==> src/rtl/key_scan_ctrl.sv <==
// key_scan_ctrl: walks the 32:1 key mux, debounces every key on its own
// counter and hands press/release events to the tone logic over valid/ready.

// One debounce lane. The lane only sees the mux sample while the scanner
// is sitting on this key.
module key_scan_lane #(
  parameter int DEBOUNCE_SCANS = 4
) (
  input  logic clk,
  input  logic reset,
  input  logic smp,
  input  logic din,
  output logic kstate,
  output logic fire
);
  logic [3:0] cnt;

  // The debounced level flips on the DEBOUNCE_SCANS-th consecutive differing sample.
  always_comb fire = smp && (din != kstate) && (cnt == 4'(DEBOUNCE_SCANS - 1));

  // Any sample that agrees with the debounced level restarts the count.
  always_ff @(posedge clk or posedge reset) begin
    if (reset) begin
      cnt    <= '0;
      kstate <= 1'b0;
    end else if (smp) begin
      if (din == kstate) begin
        cnt <= '0;
      end else if (fire) begin
        cnt    <= '0;
        kstate <= ~kstate;
      end else begin
        cnt <= cnt + 4'd1;
      end
    end
  end
endmodule

module key_scan_ctrl #(
  parameter int SETTLE_CYCLES  = 2,
  parameter int DEBOUNCE_SCANS = 4
) (
  input  logic        clk,
  input  logic        reset,
  input  logic        enable,
  output logic [4:0]  sel,
  input  logic        mux_out,
  output logic [31:0] key_state,
  output logic        event_valid,
  input  logic        event_ready,
  output logic [4:0]  event_key,
  output logic        event_press,
  output logic        scan_done
);
  localparam int NUM_LANES = 32;

  typedef enum logic [1:0] {IDLE, SETTLE, SAMPLE, EMIT} state_t;

  typedef struct packed {
    logic [4:0] key;
    logic       press;
  } evt_t;

  state_t               state, nxt;
  logic [3:0]           settle_cnt;
  logic [NUM_LANES-1:0] fire;
  logic                 any_fire;
  logic                 adv;
  logic                 load_evt;
  evt_t                 evt_q;

  // Only the lane matching sel is strobed, so at most one lane can fire.
  for (genvar k = 0; k < NUM_LANES; k++) begin : g_lane
    key_scan_lane #(.DEBOUNCE_SCANS(DEBOUNCE_SCANS)) u_lane (
      .clk    (clk),
      .reset  (reset),
      .smp    ((state == SAMPLE) && (sel == 5'(k))),
      .din    (mux_out),
      .kstate (key_state[k]),
      .fire   (fire[k])
    );
  end

  assign any_fire    = |fire;
  assign event_key   = evt_q.key;
  assign event_press = evt_q.press;

  // State register.
  always_ff @(posedge clk or posedge reset) begin
    if (reset) state <= IDLE;
    else       state <= nxt;
  end

  // Next state; adv steps sel, load_evt captures a debounced edge.
  always_comb begin
    nxt      = state;
    adv      = 1'b0;
    load_evt = 1'b0;
    case (state)
      IDLE:   if (enable) nxt = SETTLE;
      SETTLE: if (settle_cnt == 4'(SETTLE_CYCLES - 1)) nxt = SAMPLE;
      SAMPLE: begin
        if (any_fire) begin
          load_evt = 1'b1;
          nxt      = EMIT;
        end else begin
          adv = 1'b1;
          nxt = enable ? SETTLE : IDLE;
        end
      end
      EMIT: begin
        if (event_ready) begin
          adv = 1'b1;
          nxt = enable ? SETTLE : IDLE;
        end
      end
      default: nxt = IDLE;
    endcase
  end

  // Settle counter runs only while staying in SETTLE, so every entry starts at 0.
  always_ff @(posedge clk or posedge reset) begin
    if (reset)                                settle_cnt <= '0;
    else if (state == SETTLE && nxt == SETTLE) settle_cnt <= settle_cnt + 4'd1;
    else                                      settle_cnt <= '0;
  end

  // Select stepping and the wrap pulse, registered together.
  always_ff @(posedge clk or posedge reset) begin
    if (reset) begin
      sel       <= '0;
      scan_done <= 1'b0;
    end else begin
      scan_done <= adv && (sel == 5'd31);
      if (adv) sel <= sel + 5'd1;
    end
  end

  // Event holding register; fields stay frozen until the consumer takes it.
  always_ff @(posedge clk or posedge reset) begin
    if (reset) begin
      event_valid <= 1'b0;
      evt_q       <= '0;
    end else if (load_evt) begin
      event_valid <= 1'b1;
      evt_q       <= '{key: sel, press: mux_out};
    end else if (state == EMIT && event_ready) begin
      event_valid <= 1'b0;
    end
  end
endmodule
==> config.mk <==
export PLATFORM = sky130hd
export DESIGN_NAME = key_scan_ctrl
export DESIGN_NICKNAME = d
export VERILOG_FILES = /design/src/rtl/key_scan_ctrl.sv
export SDC_FILE = /design/constraint.sdc
export NUM_CORES = 1
export LEC_CHECK = 0
export BUFFER_PORTS_ARGS = -buffer_cell sky130_fd_sc_hd__buf_2
export CORE_MARGIN = 3
export CORE_UTILIZATION = 67
export DETAILED_ROUTE_END_ITERATION = 7
export GPL_TIMING_DRIVEN = 0
export PLACE_DENSITY = 0.86
export SKIP_CTS_REPAIR_TIMING = 1
export SLEW_MARGIN = 20
export SYNTH_ARGS = -nofsm -noshare
export SYNTH_HDL_FRONTEND = slang
export SYNTH_SLANG_ARGS = --single-unit
==> constraint.sdc <==
create_clock -name clk -period 12.6 [get_ports clk]
set_input_delay 1.89 -clock clk [delete_from_list [all_inputs] [get_ports clk]]
set_output_delay 1.89 -clock clk [all_outputs]
set_load 0.005 [all_outputs]
# After elaboration in Yosys (flattened, before gate mapping)

Cells that the tools add are included.

Bits in registers: 179
Word-level logic and storage cells: 514
Bits of input ports: 5
Output and inout port bits: 45

Reduce and logical (&&, ||, !) cells: 135
Bitwise gates (word level): 64
Add/subtract/negate cells: 34
Equality and inequality tests: 132
Mux-type cells: 78

Operators with widths:

| kind                | number |
|---|---|
| $mux 4              | 65 |
| $add 4x1->4 const B | 33 |
| $eq 4x2->1 const B  | 32 |
| $logic_and 1x1->1   | 99 |
| $reduce_and 3->1    | 32 |
| $eq 5x5->1 const B  | 16 |
| $not 1->1           | 64 |
| $eq 5x4->1 const B  | 8 |
| $eq 1x1->1          | 32 |
| $ne 1x1->1          | 32 |
| $reduce_or 32->1    | 1 |
| $eq 5x3->1 const B  | 4 |
| $eq 5x2->1 const B  | 2 |
| $mux 2              | 4 |
| $pmux 2 s4          | 1 |
| $mux 1              | 7 |
| $add 5x1->5 const B | 1 |
| $eq 5x1->1 const B  | 1 |
| $logic_not 5->1     | 1 |
| $eq 2x1->1 const B  | 2 |
| $eq 2x2->1 const B  | 2 |
| $eq 4x1->1 const B  | 1 |
| $logic_not 2->1     | 1 |
| $pmux 1 s2          | 1 |
| $reduce_bool 2->1   | 1 |

# Longest topological paths before layout

Depth in word-level cells: 10
Mapped depth: 11
Mapped depth without buffers: 10

# Cells and area by module

A second synthesis with hierarchy kept.

Cells, all modules: 975
Area total of the unflattened synthesis: 9572.9 µm²

By module, submodules not included:

| module        | sequential area each (µm²) | times used | area each (µm²) | cells an instance |
|---|---|---|---|---|
| key_scan_lane | 125.1                      | 32         | 255.2           | 26 |
| key_scan_ctrl | 475.5                      | 1          | 1405.1          | 143 |

# Worst setup path after synthesis

OpenSTA, ideal clock, no wires.

Kind: input -> register
Start: input mux_out
End: register sel[1]
Path slack: 8.768 ns
Setup time: 0.125 ns
Cell stages on the path: 9
Arrival: 3.707 ns
Path buffers: 2
Required time: 12.475 ns
Cell sequence: buf_6 -> buf_12 -> xnor2_2 -> nor4_2 -> nor4_2 -> nand4_1 -> o41ai_4 -> nand2_2 -> mux2_4

Cells in the longest elaborated chain, start to end: 6
Elaborated cells between the ends (all ways): 99
Those cells by class: 32 x eq/ne; 2 x mux; 65 x reduce/logical

Ends and longest elaborated chain:

| element                         | RTL line | text |
|---|---|---|
| start, declared                 | 47       | `input logic mux_out,` |
| $ne 1x1->1                      | 19       | `always_comb fire = smp && (din != kstate) && (cnt == 4'(DEBOUNCE_SCANS - 1));` |
| $logic_and 1x1->1 (2 in series) | 19       |  |
| $reduce_or 32->1 *              | 84       | `assign any_fire = \|fire;` |
| $mux 1 *                        | 103      | `if (any_fire) begin` |
| $pmux 1 s2 *                    | 99       | `case (state)` |
| end signal, assigned            | 135      | `if (adv) sel <= sel + 5'd1;` |
| end, declared                   | 46       | `output logic [4:0] sel,` |

Mark *: on every way between the ends. The rest lies on a longest branch, timed or not.
A chain may end at the register's enable or synchronous reset.

# Worst setup path in the final report

Start: input mux_out
End: register evt_q (netlist bit event_key[3])

Cells in the longest elaborated chain, start to end: 6
Elaborated cells between the ends (all ways): 99
Those cells by class: 32 x eq/ne; 2 x mux; 65 x reduce/logical

Ends and longest elaborated chain:

| element                         | RTL line | text |
|---|---|---|
| $ne 1x1->1                      | 19       |  |
| $logic_and 1x1->1 (2 in series) | 19       |  |
| $reduce_or 32->1 *              | 84       |  |
| $mux 1 *                        | 103      |  |
| $mux 1 *                        | 99       |  |
| end signal, assigned            | 146      | `evt_q <= '{key: sel, press: mux_out};` |
| end, declared                   | 70       | `evt_t evt_q;` |

Marked as above.

==> flow_summary.json <==
{
  "rows": 43,
  "grt_max_degree": 100,
  "rsz0062_at_grt": "no",
  "ir_worst_vdd_mv": 0.1543,
  "drc": 0,
  "whs_endpoint": "event_key[4]",
  "path_clk_slew_ps": 60,
  "detail_route.first_pass.iterations": 5,
  "synth_area_leader_cell": "dfrtp_1",
  "worst_pin_slew_ps": 999.2,
  "htree_num_levels": 4,
  "worst-path-buf-inv": 4,
  "fin_crit_sh_pct": 31.18,
  "slew_violations": 0,
  "synth_top_area_share_pct": 46.53,
  "r2r_start": "sel[0]",
  "root_buffer": "clkbuf_16",
  "clockBufferDepth": 2,
  "io_pins": 50,
  "cts_sinks": 179,
  "r2r_end": "sel[1]",
  "die_area_um2": 15840,
  "layout.nets": 1055,
  "design.core.area_um2": 13990,
  "status": "finished clean",
  "period_needed_ps": 3929,
  "cp-end-kind": "flip-flop",
  "ant_nets": 0,
  "synth.distinct_cells": 54,
  "worst_path_largest_cell_delay_ps": 390,
  "numCtsBuffers": 17,
  "ys_async_sr_fraction_pct": 100.0,
  "finalPower_mw": 1.537,
  "die-width_um": 125.9,
  "crit_chain": "buf_6, buf_6, buf_2, xnor2_1, nor2_1, a21oi_1, nand4_1, nor3_1, buf_2, mux2_1",
  "clock.fmax_mhz": 254.5,
  "grt-ovfl-total": 0,
  "io_buffer_count": 48,
  "viasPerCell": 6.277,
  "initial_core_util_pct": 68.82,
  "holdWs_ps": 486.5,
  "finalSetupTns_ps": 0,
  "die_y_um": 125.9,
  "min_path_type": "reg -> reg",
  "utilization_pct": 76.42,
  "synth_common_cells": "dfrtp_1, nand2_1, o21ai_0",
  "synth_area_per_cell_um2": 10.22,
  "grt_first_pass_wirelength_mm": 35.74,
  "wirelength_mm": 21.57,
  "cpMaxStageDelayCell": "buf_2",
  "track_usage_pct": 27.92,
  "power_density_nw_per_um2": 143.8,
  "setup_viol": 0,
  "worstSetupPathType": "in -> reg",
  "drt_iter0_drc": 652,
  "synth_edf_count": 0,
  "finClkSkew_ps": 9.482,
  "r2r_slack_ps": 9350,
  "vias": 7532,
  "cp.arrival_ps": 4230,
  "antenna_found_initial": 0,
  "cts_tree": "done",
  "crit_path_start_kind": "input port",
  "max_slew_margin_pct": 33.14,
  "insertion_delay_ps": 430,
  "synth-seq-area-share_pct": 46.53,
  "yosysWarnings": 0,
  "cellLeakagePower_nw": 4.912,
  "dp_hpwl_mm": 14.79,
  "syn2layout_area_growth_pct": 11.05,
  "diodes": 0,
  "critical_path.max_fanout": 10,
  "drv_cap": 0,
  "grt_pass1_vias": 7152,
  "hold_viol": 0,
  "min_from": "event_key[4]",
  "synth_most_common_cell": "dfrtp_1",
  "ys.flop_type": "dfrtp_1",
  "hold_depth": 1,
  "fillers": 960,
  "globalplace.congestion": 0.8545,
  "synthesis.nets": 987,
  "netlist_area_um2": 9627,
  "reg2reg_depth": 10,
  "synthTopCellsByArea": "dfrtp_1, ha_1, xnor2_1, nand2_1, o21ai_0",
  "drive_above_1_share_pct": 14.31,
  "routedWlPerCell_um": 17.97,
  "worst_ep_required_time_ps": 12900,
  "synthCells": 942,
  "ys_ff_latch": 179,
  "cp_top_family": "buffers and inverters"
}
==> how the worst max path moves through the flow <==
stage,startpoint,endpoint,depth (start not counted)
finish,mux_out,event_key[3],10
global route,mux_out,event_key[3],10
CTS,mux_out,event_key[3],10
detailed placement,mux_out,event_key[3],10
global placement,reset,g_lane[19].u_lane.cnt[3],2
floorplan,reset,event_key[0],1
==> sequential cells by signal, summed over array words and instances, names as in the netlist <==
| signal | cells |
|---|---|
| event_valid | 1 |
| g_lane.u_lane.cnt | 128 |
| event_press | 1 |
| scan_done | 1 |
| state | 2 |
| event_key | 5 |
| settle_cnt | 4 |
| g_lane.u_lane.kstate | 32 |
| sel | 5 |
==> cells by family after synthesis <==
kind of cell	count (synthesis)	share of synthesized area, %
and+or+nand+nor	383	22.00
AOI/OAI and AO/OA	181	12.58
DFF	179	46.53
xor gates and xnor gates	82	7.928
buffers and inverters	67	4.575
adders and majority gates	40	5.199
muxes	10	1.183
==> layer usage <==
| metal | track usage (%) | part of all wire [%] |
|---|---|---|
| met1 | 37.75 | 43 |
| met2 | 45.28 | 48 |
| met3 | 5.810 | 5.8 |
| met4 | 9.905 | 2.3 |
| met5 | 0 | 0 |
==> power breakdown <==
group,switching (mW),internal (mW),total (mW)
Sequential,0.0617,0.631,0.693
Clock,0.213,0.300,0.514
Combinational,0.201,0.129,0.331
Total,0.476,1.06,1.54
==> placed cells by master, fill, tap and decap left out, types with 5 or more instances in the layout <==
master / n
dfrtp_1: 179
nand2_1: 115
o21ai_0: 82
xnor2_1: 57
nor2_1: 55
buf_2: 54
ha_1: 40
nand3_1: 39
a22o_1: 38
buf_4: 34
nor3b_1: 28
o31ai_1: 25
nand4b_1: 22
nor3_1: 21
xor2_1: 19
nand4_1: 19
clkbuf_16: 17
nand3b_1: 15
nor2b_1: 14
clkbuf_1: 11
inv_1: 11
nand2b_1: 10
a21oi_1: 10
o211ai_1: 7
xnor2_2: 6
or3_1: 6
a31oi_1: 6
clkbuf_8: 6
buf_6: 5
a32o_1: 5
==> worst reg2reg max path: stages, from the launching register on <==
cell	delay [ps]
dfrtp_1	490
inv_1	150
ha_1	270
and4b_1	180
clkbuf_1	230
nand4b_1	260
and4_1	280
nand4_1	250
o41ai_4	530
nand2_2	160
mux2_4	320
==> final cells by class <==
cell class                 instances  area [um2]  area share, %
inverter                          12       52.55         0.4916
clock buffer                      25       515.5          4.822
buffer                            55       395.4          3.698
clock inverter                     4       47.55         0.4448
timing repair buffer              49       267.8          2.505
sequential                       179        4479          41.90
tap                              180       225.2          2.107
multi-input combinational        696        4707          44.03
==> through the flow <==
| step | area (um2) | cells | setup WS (ps) |
|---|---|---|---|
| 2_1_floorplan | 9627 | 942 | 5851 |
| 3_3_place_gp | 10090 | 1170 | 3905 |
| 3_5_place_dp | 10130 | 1171 | 8218 |
| 4_1_cts | 10690 | 1200 | 8661 |
| 5_1_grt | 10690 | 1200 | 8426 |
| 6_report | 10690 | 1200 | 8671 |
Note: power is estimated with default switching activity, not from simulation.
